**src/rtl/sdram_pkg.sv**
```systemverilog
// Shared SDRAM controller definitions: command codes, arbiter one-hot states,
// address wrap limits and the read-back test pattern (used by read and write engines).
package sdram_pkg;

  typedef enum logic [3:0] {
    CMD_AREF = 4'b0001,
    CMD_PRE  = 4'b0010,
    CMD_ACT  = 4'b0011,
    CMD_WR   = 4'b0100,
    CMD_RD   = 4'b0101,
    CMD_NOP  = 4'b0111
  } sdram_cmd_e;

  localparam logic [5:0] ST_IDLE  = 6'b00_0001;
  localparam logic [5:0] ST_INIT  = 6'b00_0010;
  localparam logic [5:0] ST_ARB   = 6'b00_0100;
  localparam logic [5:0] ST_WRITE = 6'b00_1000;
  localparam logic [5:0] ST_READ  = 6'b01_0000;
  localparam logic [5:0] ST_AREF  = 6'b10_0000;

  localparam logic [8:0]  COL_END      = 9'd508;
  localparam logic [11:0] ROW_END      = 12'd4095;
  localparam logic [11:0] ADDR_PRE_ALL = 12'h400;

  function automatic logic [15:0] test_word(input logic [1:0] idx);
    case (idx)
      2'd0:    test_word = 16'h0012;
      2'd1:    test_word = 16'h1203;
      2'd2:    test_word = 16'h562f;
      default: test_word = 16'hfe12;
    endcase
  endfunction

endpackage

```
**src/rtl/sdram_rd_capture.sv**
```systemverilog
// Read data capture: samples DQ for four cycles CAS_LAT after the RD command, output
// registered one cycle later. Optional pattern checker under SDRAM_RD_CHECK_EN.
module sdram_rd_capture #(
  parameter int unsigned CAS_LAT = 3
) (
  input  logic        clk,
  input  logic        rstn,
  input  logic        in_read,
  input  logic [3:0]  cmd_cnt,
  input  logic [15:0] dq_in,
  output logic [15:0] rd_data,
  output logic        rd_data_vld
`ifdef SDRAM_RD_CHECK_EN
  ,
  output logic        rd_err
`endif
);

  localparam logic [3:0] WIN_LO = 4'(CAS_LAT + 4);
  localparam logic [3:0] WIN_HI = 4'(CAS_LAT + 7);

  logic        win;
  logic [15:0] rd_data_q, rd_data_d;
  logic        vld_q, vld_d;

  // Window is gated by the arbiter state so an aborted burst never shows valid data.
  assign win = in_read && (cmd_cnt >= WIN_LO) && (cmd_cnt <= WIN_HI);

  always_comb begin
    rd_data_d = win ? dq_in : rd_data_q;
    vld_d     = win;
  end

  always_ff @(posedge clk or negedge rstn) begin
    if (!rstn) begin
      rd_data_q <= '0;
      vld_q     <= 1'b0;
    end else begin
      rd_data_q <= rd_data_d;
      vld_q     <= vld_d;
    end
  end

  assign rd_data     = rd_data_q;
  assign rd_data_vld = vld_q;

`ifdef SDRAM_RD_CHECK_EN
  import sdram_pkg::*;

  logic [1:0] beat_q, beat_d;
  logic       err_q, err_d;

  always_comb begin
    beat_d = beat_q;
    err_d  = err_q;
    if (cmd_cnt == 4'd0) beat_d = 2'd0;
    else if (vld_q)      beat_d = beat_q + 2'd1;
    if (vld_q && (rd_data_q != test_word(beat_q))) err_d = 1'b1;
  end

  always_ff @(posedge clk or negedge rstn) begin
    if (!rstn) begin
      beat_q <= 2'd0;
      err_q  <= 1'b0;
    end else begin
      beat_q <= beat_d;
      err_q  <= err_d;
    end
  end

  assign rd_err = err_q;
`endif

endmodule

```
**src/rtl/sdram_read.sv**
```systemverilog
// SDRAM read burst engine: request bus, then PRE/ACT/RD (BL4) from a registered command
// counter; data valid 4 cycles, flag_rd_end pulse at the end. SDRAM_RD_CHECK_EN adds rd_err.
module sdram_read #(
  parameter int unsigned CAS_LAT = 3,
  parameter logic [8:0]  COL_END = sdram_pkg::COL_END,
  parameter logic [11:0] ROW_END = sdram_pkg::ROW_END,
  parameter logic [5:0]  READ_ST = sdram_pkg::ST_READ,
  parameter logic [5:0]  AREF_ST = sdram_pkg::ST_AREF
) (
  input  logic        clk,
  input  logic        rstn,
  input  logic        key_rd,
  input  logic        rd_en,
  input  logic        ref_req,
  input  logic [5:0]  state,
  input  logic [15:0] sdram_dq_in,
  output logic [3:0]  sdram_cmd,
  output logic [11:0] sdram_addr,
  output logic [1:0]  sdram_bank,
  output logic [1:0]  sdram_dqm,
  output logic        rd_req,
  output logic        flag_rd_end,
  output logic [15:0] rd_data,
  output logic        rd_data_vld
`ifdef SDRAM_RD_CHECK_EN
  ,
  output logic        rd_err
`endif
);

  import sdram_pkg::*;

  localparam logic [3:0] CMD_END = 4'(CAS_LAT + 9);

  logic        in_read, burst_end, abort;
  logic [3:0]  cmd_cnt_q, cmd_cnt_d;
  sdram_cmd_e  cmd_q, cmd_d;
  logic [11:0] addr_q, addr_d;
  logic [11:0] row_q, row_d;
  logic [8:0]  col_q, col_d;
  logic        row_open_q, row_open_d;
  logic        need_act_q, need_act_d;
  logic        rd_req_q, rd_req_d;
  logic        flag_q, flag_d;
  logic        unused_ref_req;

  // Refresh is sequenced by the arbiter after flag_rd_end; a pending request never cuts a burst.
  assign unused_ref_req = ref_req;

  assign in_read   = (state == READ_ST);
  assign burst_end = (cmd_cnt_q == CMD_END);
  assign abort     = !in_read && (cmd_cnt_q != 4'd0) && (cmd_cnt_q < CMD_END);

  always_comb begin
    cmd_cnt_d  = 4'd0;
    cmd_d      = CMD_NOP;
    addr_d     = row_q;
    row_d      = row_q;
    col_d      = col_q;
    row_open_d = row_open_q;
    need_act_d = need_act_q;
    rd_req_d   = rd_req_q;
    flag_d     = burst_end;

    // Saturate so a lingering grant cannot replay the command sequence.
    if (in_read) cmd_cnt_d = (cmd_cnt_q == 4'hf) ? 4'hf : cmd_cnt_q + 4'd1;

    if (rd_en)                  rd_req_d = 1'b0;
    else if (key_rd && !in_read) rd_req_d = 1'b1;

    if (in_read) begin
      case (cmd_cnt_q)
        4'd1: if (row_open_q && need_act_q) begin
          cmd_d      = CMD_PRE;
          addr_d     = ADDR_PRE_ALL;
          row_open_d = 1'b0;
        end
        4'd2: if (need_act_q) begin
          cmd_d      = CMD_ACT;
          row_open_d = 1'b1;
          need_act_d = 1'b0;
        end
        4'd3: begin
          cmd_d  = CMD_RD;
          addr_d = {3'b000, col_q};
        end
        default: ;
      endcase
    end

    if (burst_end) begin
      if (col_q == COL_END) begin
        col_d      = 9'd0;
        row_d      = (row_q == ROW_END) ? 12'd0 : row_q + 12'd1;
        need_act_d = 1'b1;
      end else begin
        col_d = col_q + 9'd4;
      end
    end

    if (state == AREF_ST) begin
      row_open_d = 1'b0;
      need_act_d = 1'b1;
    end

    if (abort) need_act_d = 1'b1;
  end

  always_ff @(posedge clk or negedge rstn) begin
    if (!rstn) begin
      cmd_cnt_q  <= 4'd0;
      cmd_q      <= CMD_NOP;
      addr_q     <= '0;
      row_q      <= '0;
      col_q      <= '0;
      row_open_q <= 1'b0;
      need_act_q <= 1'b1;
      rd_req_q   <= 1'b0;
      flag_q     <= 1'b0;
    end else begin
      cmd_cnt_q  <= cmd_cnt_d;
      cmd_q      <= cmd_d;
      addr_q     <= addr_d;
      row_q      <= row_d;
      col_q      <= col_d;
      row_open_q <= row_open_d;
      need_act_q <= need_act_d;
      rd_req_q   <= rd_req_d;
      flag_q     <= flag_d;
    end
  end

  assign sdram_cmd   = cmd_q;
  assign sdram_addr  = addr_q;
  assign sdram_bank  = 2'b00;
  assign sdram_dqm   = 2'b00;
  assign rd_req      = rd_req_q;
  assign flag_rd_end = flag_q;

  sdram_rd_capture #(.CAS_LAT(CAS_LAT)) u_capture (
    .clk         (clk),
    .rstn        (rstn),
    .in_read     (in_read),
    .cmd_cnt     (cmd_cnt_q),
    .dq_in       (sdram_dq_in),
    .rd_data     (rd_data),
    .rd_data_vld (rd_data_vld)
`ifdef SDRAM_RD_CHECK_EN
    ,
    .rd_err      (rd_err)
`endif
  );

endmodule

```
**config.mk**
```make
export PLATFORM = sky130hd
export DESIGN_NAME = sdram_read
export DESIGN_NICKNAME = d
export VERILOG_FILES = /design/src/rtl/sdram_pkg.sv /design/src/rtl/sdram_rd_capture.sv /design/src/rtl/sdram_read.sv
export SDC_FILE = /design/constraint.sdc
export NUM_CORES = 1
export LEC_CHECK = 0
export CAP_MARGIN = 20
export CORE_MARGIN = 4
export CORE_UTILIZATION = 55
export CTS_BUF_LIST = sky130_fd_sc_hd__clkbuf_8
export DETAILED_ROUTE_END_ITERATION = 7
export PLACE_DENSITY = 0.87
export SLEW_MARGIN = 10
export SYNTH_ARGS = -nofsm -noshare
export SYNTH_HDL_FRONTEND = slang
export SYNTH_SLANG_ARGS = --single-unit
```
**constraint.sdc**
```tcl
create_clock -name clk -period 2.7 [get_ports clk]
set_input_delay 0.675 -clock clk [delete_from_list [all_inputs] [get_ports clk]]
set_output_delay 0.675 -clock clk [all_outputs]
set_load 0.1 [all_outputs]
```
==> out/metrics.cfg, run 1 <==
[status]
status=finished, final reports clean

[drt]
drc=0
viasPerCell=5.65
firstDrtPassIters=4
wl_per_cell_microns=16.1
drtIter0Drc=203
ant_nets=0
drt_wl_total_microns=5950
num_vias=2085

[synth]
ys_seq_elements=59
yosys-top-cells-count=dfrtp_1 (55), a22o_1 (11), nand2_1 (11), nand3_1 (11)
yosysTopAreaCellShare=0.498
synth_area_leaders=dfrtp_1 (50%), mux2_4 (4.9%), dfstp_2 (3.8%)
synth_warnings=0
syn_area_per_cell_sq_um=12.1
synth_edf_count=0
synthArstFlopShare=1.00
syn_inst=229
yosysUniqueCellTypes=51
yosysSeqAreaShare=0.536
yosysMostFrequentCell=dfrtp_1
synth_flop_cell=dfrtp_1
synth_top_area_cell=dfrtp_1
syn_area_sq_um=2770

[layout]
nets=331
multi_input_area_sq_um=1180
regArea_sq_um=1480
layout-drive-gt1-share=0.281
diodes=0
final_core_util=0.740
fillers=326
synthToLayoutAreaGrowth_pct=28.0

[timing]
min_period_ns=2.12
tightest_slew_ns=0.623
fin_skew_ns=0.00933
max_clock_freq_mhz=473
max_slew_margin=0.584
setup_violations=0
drv_slew=0
hold_viol=0
period_share=0.784
rsz0062_at_grt=false
tns_ns=0

[clock_tree]
cts_resized=0
cts_setup_buffers=0
cts_root_buf=clkbuf_8
clock_path_buffers=2
cts_hold_buf=0
cts_tree=built
clock_sinks=59
cts.htree.levels=3
clk_latency_ns=0.34
cts_made_buffers=9
clkTransAtPathRegs_ns=0.06

[grt]
globalRouteTotalUtil=0.209
antenna_found_initial=0
grt_overflow=0
grt_pass1_wl_microns=10100
grt_start_max_net_pins=30
grt_pass1_vias=2034

[critical_path]
required_ns=2.92
path_delay_family=buffers and inverters
cp.depth=6
crit_end=u_capture.rd_data[1]
cpPeakStageDelay_ns=0.44
worstPathArrival_ns=2.33
critPathMaxFanout=17
r2r_slack_ns=0.61
cp_slowest_cell=clkdlybuf4s50_1
end_kind=flop
r2r_start=cmd_cnt_q[0]
path_cells=clkdlybuf4s50_1 -> nor4_4 -> nand2_4 -> a21oi_4 -> buf_12 -> mux2_2
crit_buf_inv=2
reg2reg_depth=6
worstSetupPathType=primary input to flop
r2r_end=row_q[5]
startpoint_type=primary input
crit_start=state[3]

[placement]
gp_routability_congestion=0.855
dp_hpwl_microns=4130
port_buffers=59

[die]
start_util=0.578
rows=25
die_y_microns=78.9
core_area_sq_um=4790
num_io_pins=66
die_area_sq_um=6230
die_w_microns=78.9

[power_and_ir_drop]
p_leak_nw=1.71
finalPower_w=0.00185
vdd_drop_max_mv=0.328
powerDensity_nw_per_um2=524

[run]
maxCapViolations=0

[min_path]
hold_class=primary input to asynchronous set/reset pin

==> sequential cells by signal (all words and copies together), names as in the netlist <==
signal / cells
row_open_q: 1
rd_req: 1
flag_rd_end: 1
sdram_cmd: 3
col_q: 7
cmd_cnt_q: 4
need_act_q: 1
u_capture.rd_data: 16
row_q: 12
sdram_addr: 12
u_capture.rd_data_vld: 1
==> layer usage <==
layer	vias up	global-route usage	part of all wire
met3	14	0.0442	0.067
met2	83	0.329	0.47
met4	0	0.110	0.020
met1	1025	0.273	0.44
li1	963	-	-
met5	-	0	0
==> power by group <==
part / switching, W / internal (W)
Sequential: 0.00000185 / 0.000887
Clock: 0.000344 / 0.000498
Combinational: 0.0000800 / 0.0000420
Total: 0.000426 / 0.00143
==> layout by cell type, fill, tap and decap left out, drive strengths merged, types with 4 or more instances in the layout <==
cell type / instances
nor2: 10
dfstp: 4
nor2b: 4
a21oi: 11
buf: 41
and3: 5
o21ai: 10
nor3: 5
conb: 5
nand3: 12
clkbuf: 12
nand2: 12
a22o: 11
and2: 6
dfrtp: 55
ha: 7
mux2: 17
xnor2: 4
o31ai: 5
inv: 6
clkdlybuf4s50: 24
==> worst min-delay path by stage <==
stage | start | to | slack, ns | cells past startpoint
floorplan | rstn | cmd_cnt_q[0] | 0.38 | 0
global placement | row_q[11] | row_q[11] | 0.48 | 1
detailed placement | row_q[11] | row_q[11] | 0.50 | 1
CTS | rstn | u_capture.rd_data[8] | 0.36 | 1
global route | rstn | col_q[2] | 0.39 | 1
finish | rstn | row_open_q | 0.35 | 1
==> metrics by stage <==
step	hold WS, ns	std cells	area (sq um)	setup slack, ns
2_1_floorplan	0.379	233	2780	0.638
3_3_place_gp	0.483	353	3330	0.249
3_5_place_dp	0.497	353	3330	0.248
4_1_cts	0.363	369	3540	0.586
5_1_grt	0.392	369	3540	0.485
6_report	0.351	369	3540	0.584
==> area by class of cell <==
| type | count | share of cell area |
|---|---|---|
| Sequential cell | 59 | 0.419 |
| Multi-Input combinational cell | 155 | 0.333 |
| Timing Repair Buffer | 65 | 0.158 |
| Clock buffer | 12 | 0.0467 |
| Tap cell | 67 | 0.0237 |
| Clock inverter | 4 | 0.0134 |
| Inverter | 7 | 0.00742 |
==> logic make-up after synthesis <==
| kind of cell | synth area share |
|---|---|
| other | 0.00136 |
| buffers and inverters | 0.0443 |
| and+or+nand+nor | 0.156 |
| adders and majority gates | 0.0317 |
| DFF | 0.536 |
| AOI/OAI and AO/OA | 0.131 |
| xor gates and xnor gates | 0.0158 |
| muxes | 0.0850 |
==> worst register-to-register path, delay by kind of cell, from the launching register on <==
kind            cells  cell delay [ns]
buf+inv             1             0.12
flops               1             0.42
simple gates        2             0.72
fa+ha+maj           1             0.27
compound gates      2             0.43
No activity file was read; power rests on OpenSTA's default activity.
==> run 2, diff against run 1 <==
--- a/config.mk
+++ b/config.mk
@@ -7,10 +7,10 @@
 export LEC_CHECK = 0
 export CAP_MARGIN = 20
 export CORE_MARGIN = 4
-export CORE_UTILIZATION = 55
+export CORE_UTILIZATION = 51
 export CTS_BUF_LIST = sky130_fd_sc_hd__clkbuf_8
 export DETAILED_ROUTE_END_ITERATION = 7
-export PLACE_DENSITY = 0.87
+export PLACE_DENSITY = 0.82
 export SLEW_MARGIN = 10
 export SYNTH_ARGS = -nofsm -noshare
 export SYNTH_HDL_FRONTEND = slang
==> constraint.sdc (replaced) <==
create_clock -name clk -period 2.15 [get_ports clk]
set_input_delay 0.5375 -clock clk [delete_from_list [all_inputs] [get_ports clk]]
set_output_delay 0.5375 -clock clk [all_outputs]
set_load 0.1 [all_outputs]
==> out/metrics.cfg, run 2 (same netlist as run 1, synthesis figures left out) <==
[status]
status=finished, final reports clean

[layout]
final_area_sq_um=3590
fillers=369
multi_input_area_sq_um=1180
regArea_sq_um=1480
largest_register_ff_count=16
layout-drive-gt1-share=0.288
synthToLayoutAreaGrowth_pct=29.8
final_common_cell=dfrtp_1
diodes=0
layout_common_cells=dfrtp_1 (55), buf_4 (39), clkdlybuf4s50_1 (24)
nets=335

[drt]
wl_per_cell_microns=15.8
drc=0
ant_nets=0
drt_wl_total_microns=5930
viasPerCell=5.49
firstDrtPassIters=4
drtIter0Drc=222
num_vias=2064

[timing]
min_period_ns=2.01
period_share=0.934
setup_violations=0
rsz0062_at_grt=false
hold_viol=0
worst_slack_ns=0.142
max_clock_freq_mhz=498
fin_skew_ns=0.00844
drv_slew=0

[power_and_ir_drop]
p_switching_w=0.000536
powerDensity_nw_per_um2=606
p_leak_nw=1.73
power_frac_seq=0.513
p_clk_frac=0.416
power_switching_share=0.246
p_int_w=0.00164
vdd_drop_max_mv=0.489
comb_power_share=0.071

[clock_tree]
cts_setup_buffers=0
clkTransAtPathRegs_ns=0.07
cts_hold_buf=0
clock_path_buffers=2
cts_resized=0
clock_sinks=59
cts_made_buffers=9
cts.htree.levels=3
clk_latency_ns=0.33
cts_tree=built
cts_root_buf=clkbuf_8

[grt]
grt_pass1_vias=1992
grt_overflow=0
antenna_found_initial=0
grt_pass1_wl_microns=9710
globalRouteTotalUtil=0.193
grt_start_max_net_pins=44

[die]
die_area_sq_um=6670
die_y_microns=81.7
core_area_sq_um=5170
rows=26
start_util=0.535
die_w_microns=81.7
num_io_pins=66

[placement]
port_buffers=59
gp_routability_congestion=0.834
dp_slack_ns=-0.102
dp_hpwl_microns=4210
placed_cell_area_sq_um=3410

[critical_path]
worstPathArrival_ns=2.28
crit_buf_inv=1
path_delay_family=simple AND/OR/NAND/NOR gates
cp_slowest_cell=or3_1
critPathMaxFanout=9
required_ns=2.42
cpPeakStageDelay_ns=0.54
startpoint_type=flop
path_cells=inv_1 -> ha_1 -> nand3_4 -> or3_1 -> nor2_1 -> a22o_1
end_kind=flop
worstSetupPathType=flop to flop

[run]
maxCapViolations=0

[min_path]
hold_class=primary input to asynchronous set/reset pin

## run 2: cell types whose count changed in the layout (fill, tap and decap cells not counted), sizes merged
| cell | change |
|---|---|
| clkinvlp | +1 |
| buf | +4 |
| bufinv | -1 |
| clkbuf | -1 |
| inv | +1 |
## run 2: area by class of cell
cell class                 count  share of cell area
multi-input combinational    155               0.328
clock inverter                 5             0.00801
clock buffer                  11              0.0422
sequential                    59               0.413
inverter                       7             0.00732
tap                           70              0.0244
timing repair buffer          69               0.178
## run 2: final timing paths
kind                            cells past startpoint              endpoint  slack, ns         start
worst max-delay path                                6              row_q[7]       0.14  cmd_cnt_q[0]
worst min-delay path                                1  u_capture.rd_data[3]       0.13          rstn
worst max register to register                      6              row_q[7]       0.14  cmd_cnt_q[0]
worst min register to register                      1              row_q[5]       0.51      row_q[5]
max in group asynchronous                           2            need_act_q       1.41          rstn
min in group clk                                    1              row_q[5]       0.51      row_q[5]
## run 2: per-layer routing
layer | up-vias | track usage | share of wire
met5 | - | 0 | 0
met4 | 0 | 0.0748 | 0.017
li1 | 971 | - | -
met3 | 9 | 0.0461 | 0.091
met1 | 991 | 0.257 | 0.45
met2 | 93 | 0.305 | 0.44
## run 2: power by group through the flow
stage	Combinational [W]	Clock (W)	Sequential, W
after CTS	0.000157	0.000921	0.00112
after detailed placement	0.000157	0	0.00114
after global placement	0.000155	0	0.00114
after global routing	0.000165	0.000979	0.00112
after floorplan	0.0000575	0	0.00116
final	0.000155	0.000906	0.00112
## run 2: worst reg2reg max path, delay by kind of cell, from the launching register on
kind | cells | cell delay [ns]
buffers and inverters | 1 | 0.12
adders and majority gates | 1 | 0.26
DFF | 1 | 0.43
AOI/OAI and AO/OA | 1 | 0.20
and+or+nand+nor | 3 | 0.93
## run 2: metrics by stage
stage	instances	util	total power, W	setup TNS [ns]	hold WS, ns
after global routing	376	0.694	0.00226	0	0.152
after global placement	360	0.659	0.00129	-1.19	0.482
after CTS	376	0.694	0.00219	0	0.127
after floorplan	233	-	0.00122	0	0.242
final	376	0.694	0.00218	0	0.126
after detailed placement	360	0.659	0.00129	-1.39	0.488
==> run 3, diff against run 2 <==
--- a/config.mk
+++ b/config.mk
@@ -5,13 +5,14 @@
 export SDC_FILE = /design/constraint.sdc
 export NUM_CORES = 1
 export LEC_CHECK = 0
+export ABC_AREA = 1
 export CAP_MARGIN = 20
 export CORE_MARGIN = 4
 export CORE_UTILIZATION = 51
 export CTS_BUF_LIST = sky130_fd_sc_hd__clkbuf_8
 export DETAILED_ROUTE_END_ITERATION = 7
 export PLACE_DENSITY = 0.82
-export SLEW_MARGIN = 10
+export SLEW_MARGIN = 20
 export SYNTH_ARGS = -nofsm -noshare
 export SYNTH_HDL_FRONTEND = slang
 export SYNTH_SLANG_ARGS = --single-unit
==> out/metrics.cfg, run 3 <==
[die]
core_area_sq_um=5200
num_io_pins=66
die_y_microns=81.8
die_area_sq_um=6700
die_w_microns=81.8
rows=26
start_util=0.534

[grt]
grt_overflow=0
grt_pass1_vias=2265
antenna_found_initial=0
grt_start_max_net_pins=26
grt_pass1_wl_microns=9920
globalRouteTotalUtil=0.198

[critical_path]
path_delay_family=buffers and inverters
cp.depth=8
r2r_slack_ns=0.44
required_ns=2.39
r2r_end=row_q[6]
end_kind=flop
r2r_start=cmd_cnt_q[0]
startpoint_type=primary input
worstSetupPathType=primary input to flop
cpMostUsedCell=inv_2
cp_slowest_cell=clkdlybuf4s50_1
cpPeakStageDelay_ns=0.47
worstPathArrival_ns=2.00
reg2reg_depth=8
critPathMaxFanout=11
crit_buf_inv=4
crit_end=sdram_addr[5]
crit_start=state[4]
path_cells=clkdlybuf4s50_1 -> inv_2 -> nor2_1 -> nand3_1 -> buf_12 -> nor2_2 -> inv_2 -> o22ai_1

[synth]
synth_warnings=0
synth_compound_area_frac=0.0689
yosys-top-cells-count=nand2_1 (106), dfrtp_1 (55), nor2_1 (26)
yosysUniqueCellTypes=34
synthAdderAreaFrac=0.0315
syn_area_sq_um=2780
yosysTopAreaCellShare=0.495
yosysSeqAreaShare=0.533
synth_top_area_cell=dfrtp_1
ys_seq_elements=59
yosys.area_share.simple=0.283
synth_xor_area_frac=0.0126
synthMuxAreaShare=0
synth_flop_cell=dfrtp_1
synthArstFlopShare=1.00
synth_area_leaders=dfrtp_1 (50%), nand2_1 (14%), dfstp_2 (3.8%)
synth_top_family_by_area=simple AND/OR/NAND/NOR gates
syn_area_per_cell_sq_um=8.63
synth_edf_count=0
yosysMostFrequentCell=nand2_1
syn_inst=322

[clock_tree]
cts_root_buf=clkbuf_8
clock_path_buffers=2
clock_sinks=59
cts_made_buffers=9
cts_tree=built
cts_resized=0
cts.htree.levels=3
clk_latency_ns=0.33
clkTransAtPathRegs_ns=0.07
cts_hold_buf=0
cts_setup_buffers=0

[drt]
drtIter0Drc=143
ant_nets=0
drc=0
drt_wl_total_microns=6080
wl_per_cell_microns=13.1
viasPerCell=5.08
num_vias=2361
firstDrtPassIters=4

[power_and_ir_drop]
p_leak_nw=1.83
power_frac_seq=0.529
power_switching_share=0.241
p_int_w=0.00160
p_switching_w=0.000508
vdd_drop_max_mv=0.580
powerDensity_nw_per_um2=589
comb_power_share=0.062
finalPower_w=0.00210
p_clk_frac=0.409

[placement]
dpl.cell_count=450
gp_routability_congestion=0.808
dp_hpwl_microns=4490
port_buffers=59

[layout]
nets=425
synthToLayoutAreaGrowth_pct=28.4
largest_register_ff_count=16
layout-drive-gt1-share=0.187
layout_common_cells=nand2_1 (106), dfrtp_1 (55), buf_4 (34)
diodes=0
final_core_util=0.686
final_cells=465
fillers=407
final_common_cell=nand2_1

[timing]
tightest_slew_ns=0.549
fin_skew_ns=0.00613
rsz0062_at_grt=false
whs_ns=0.187
drv_slew=0
min_period_ns=1.75
max_clock_freq_mhz=570
max_slew_margin=0.634
hold_viol=0
period_share=0.816
tns_ns=0
setup_violations=0

[status]
status=finished, final reports clean

[run]
maxCapViolations=0

[min_path]
hold_class=primary input to asynchronous set/reset pin

run 3: cell types whose count changed after synthesis, sizes merged, moves of 6 or more:
cell,before,now
nand3,12,21
and2,6,0
nor2,10,32
o21ai,10,19
a22o,11,0
inv,6,29
nand4,3,10
mux2,17,0
nand2,12,108
run 3: how the worst min path moves through the flow:
stage                                    start  slack (ns)  cells after the start                    end
after floorplan                           rstn        0.24                      0           cmd_cnt_q[0]
after global placement              row_open_q        0.46                      2             row_open_q
after detailed placement  u_capture.rd_data[0]        0.47                      2   u_capture.rd_data[0]
after CTS                                 rstn        0.20                      1  u_capture.rd_data[10]
after global routing                      rstn        0.21                      1  u_capture.rd_data[10]
final                                     rstn        0.19                      1  u_capture.rd_data[10]
run 3: kinds of logic after synthesis:
group	Yosys count
compound gates	36
simple gates	175
xor+xnor	4
flops	59
other cells	1
fa+ha+maj	7
buf+inv	40
run 3: power by group through the flow:
stage | sequential (W) | combinational [W] | clock (W)
detailed placement | 0.00113 | 0.000133 | 0
CTS | 0.00111 | 0.000133 | 0.000887
finish | 0.00111 | 0.000131 | 0.000860
global placement | 0.00113 | 0.000132 | 0
global route | 0.00111 | 0.000141 | 0.000950
floorplan | 0.00114 | 0.0000523 | 0
run 3: layout make-up:
class	count	area [sq um]	share of cell area
flip-flops and latches	59	1480	0.415
multi-input cells	227	1120	0.314
repair buffers	64	601	0.168
clock buffers	10	138	0.0385
inverters	30	114	0.0319
well taps	70	87.6	0.0245
clock inverters	5	30.0	0.00841
run 3: per-stage QoR:
| step | worst slack, ns | cell area (sq um) |
|---|---|---|
| after floorplan | 0.690 | 2800 |
| after global placement | 0.0926 | 3400 |
| after detailed placement | 0.0820 | 3400 |
| after CTS | 0.412 | 3570 |
| after global routing | 0.291 | 3570 |
| final | 0.396 | 3570 |
run 3: worst register-to-register path, delay by kind of cell, from the launching register on:
kind | cells | cell delay [ns]
buf+inv | 3 | 0.44
xor+xnor | 1 | 0.16
simple gates | 3 | 0.39
flops | 1 | 0.45
fa+ha+maj | 1 | 0.18
run 3: metal layers:
metal / vias up / wire length (microns) / GRT usage / share of wire
met5: - / 0 / 0 / 0
met4: 0 / 72 / 0.0664 / 0.012
met3: 7 / 457 / 0.0647 / 0.075
met2: 80 / 2910 / 0.338 / 0.48
met1: 1109 / 2640 / 0.234 / 0.43
li1: 1165 / - / - / -
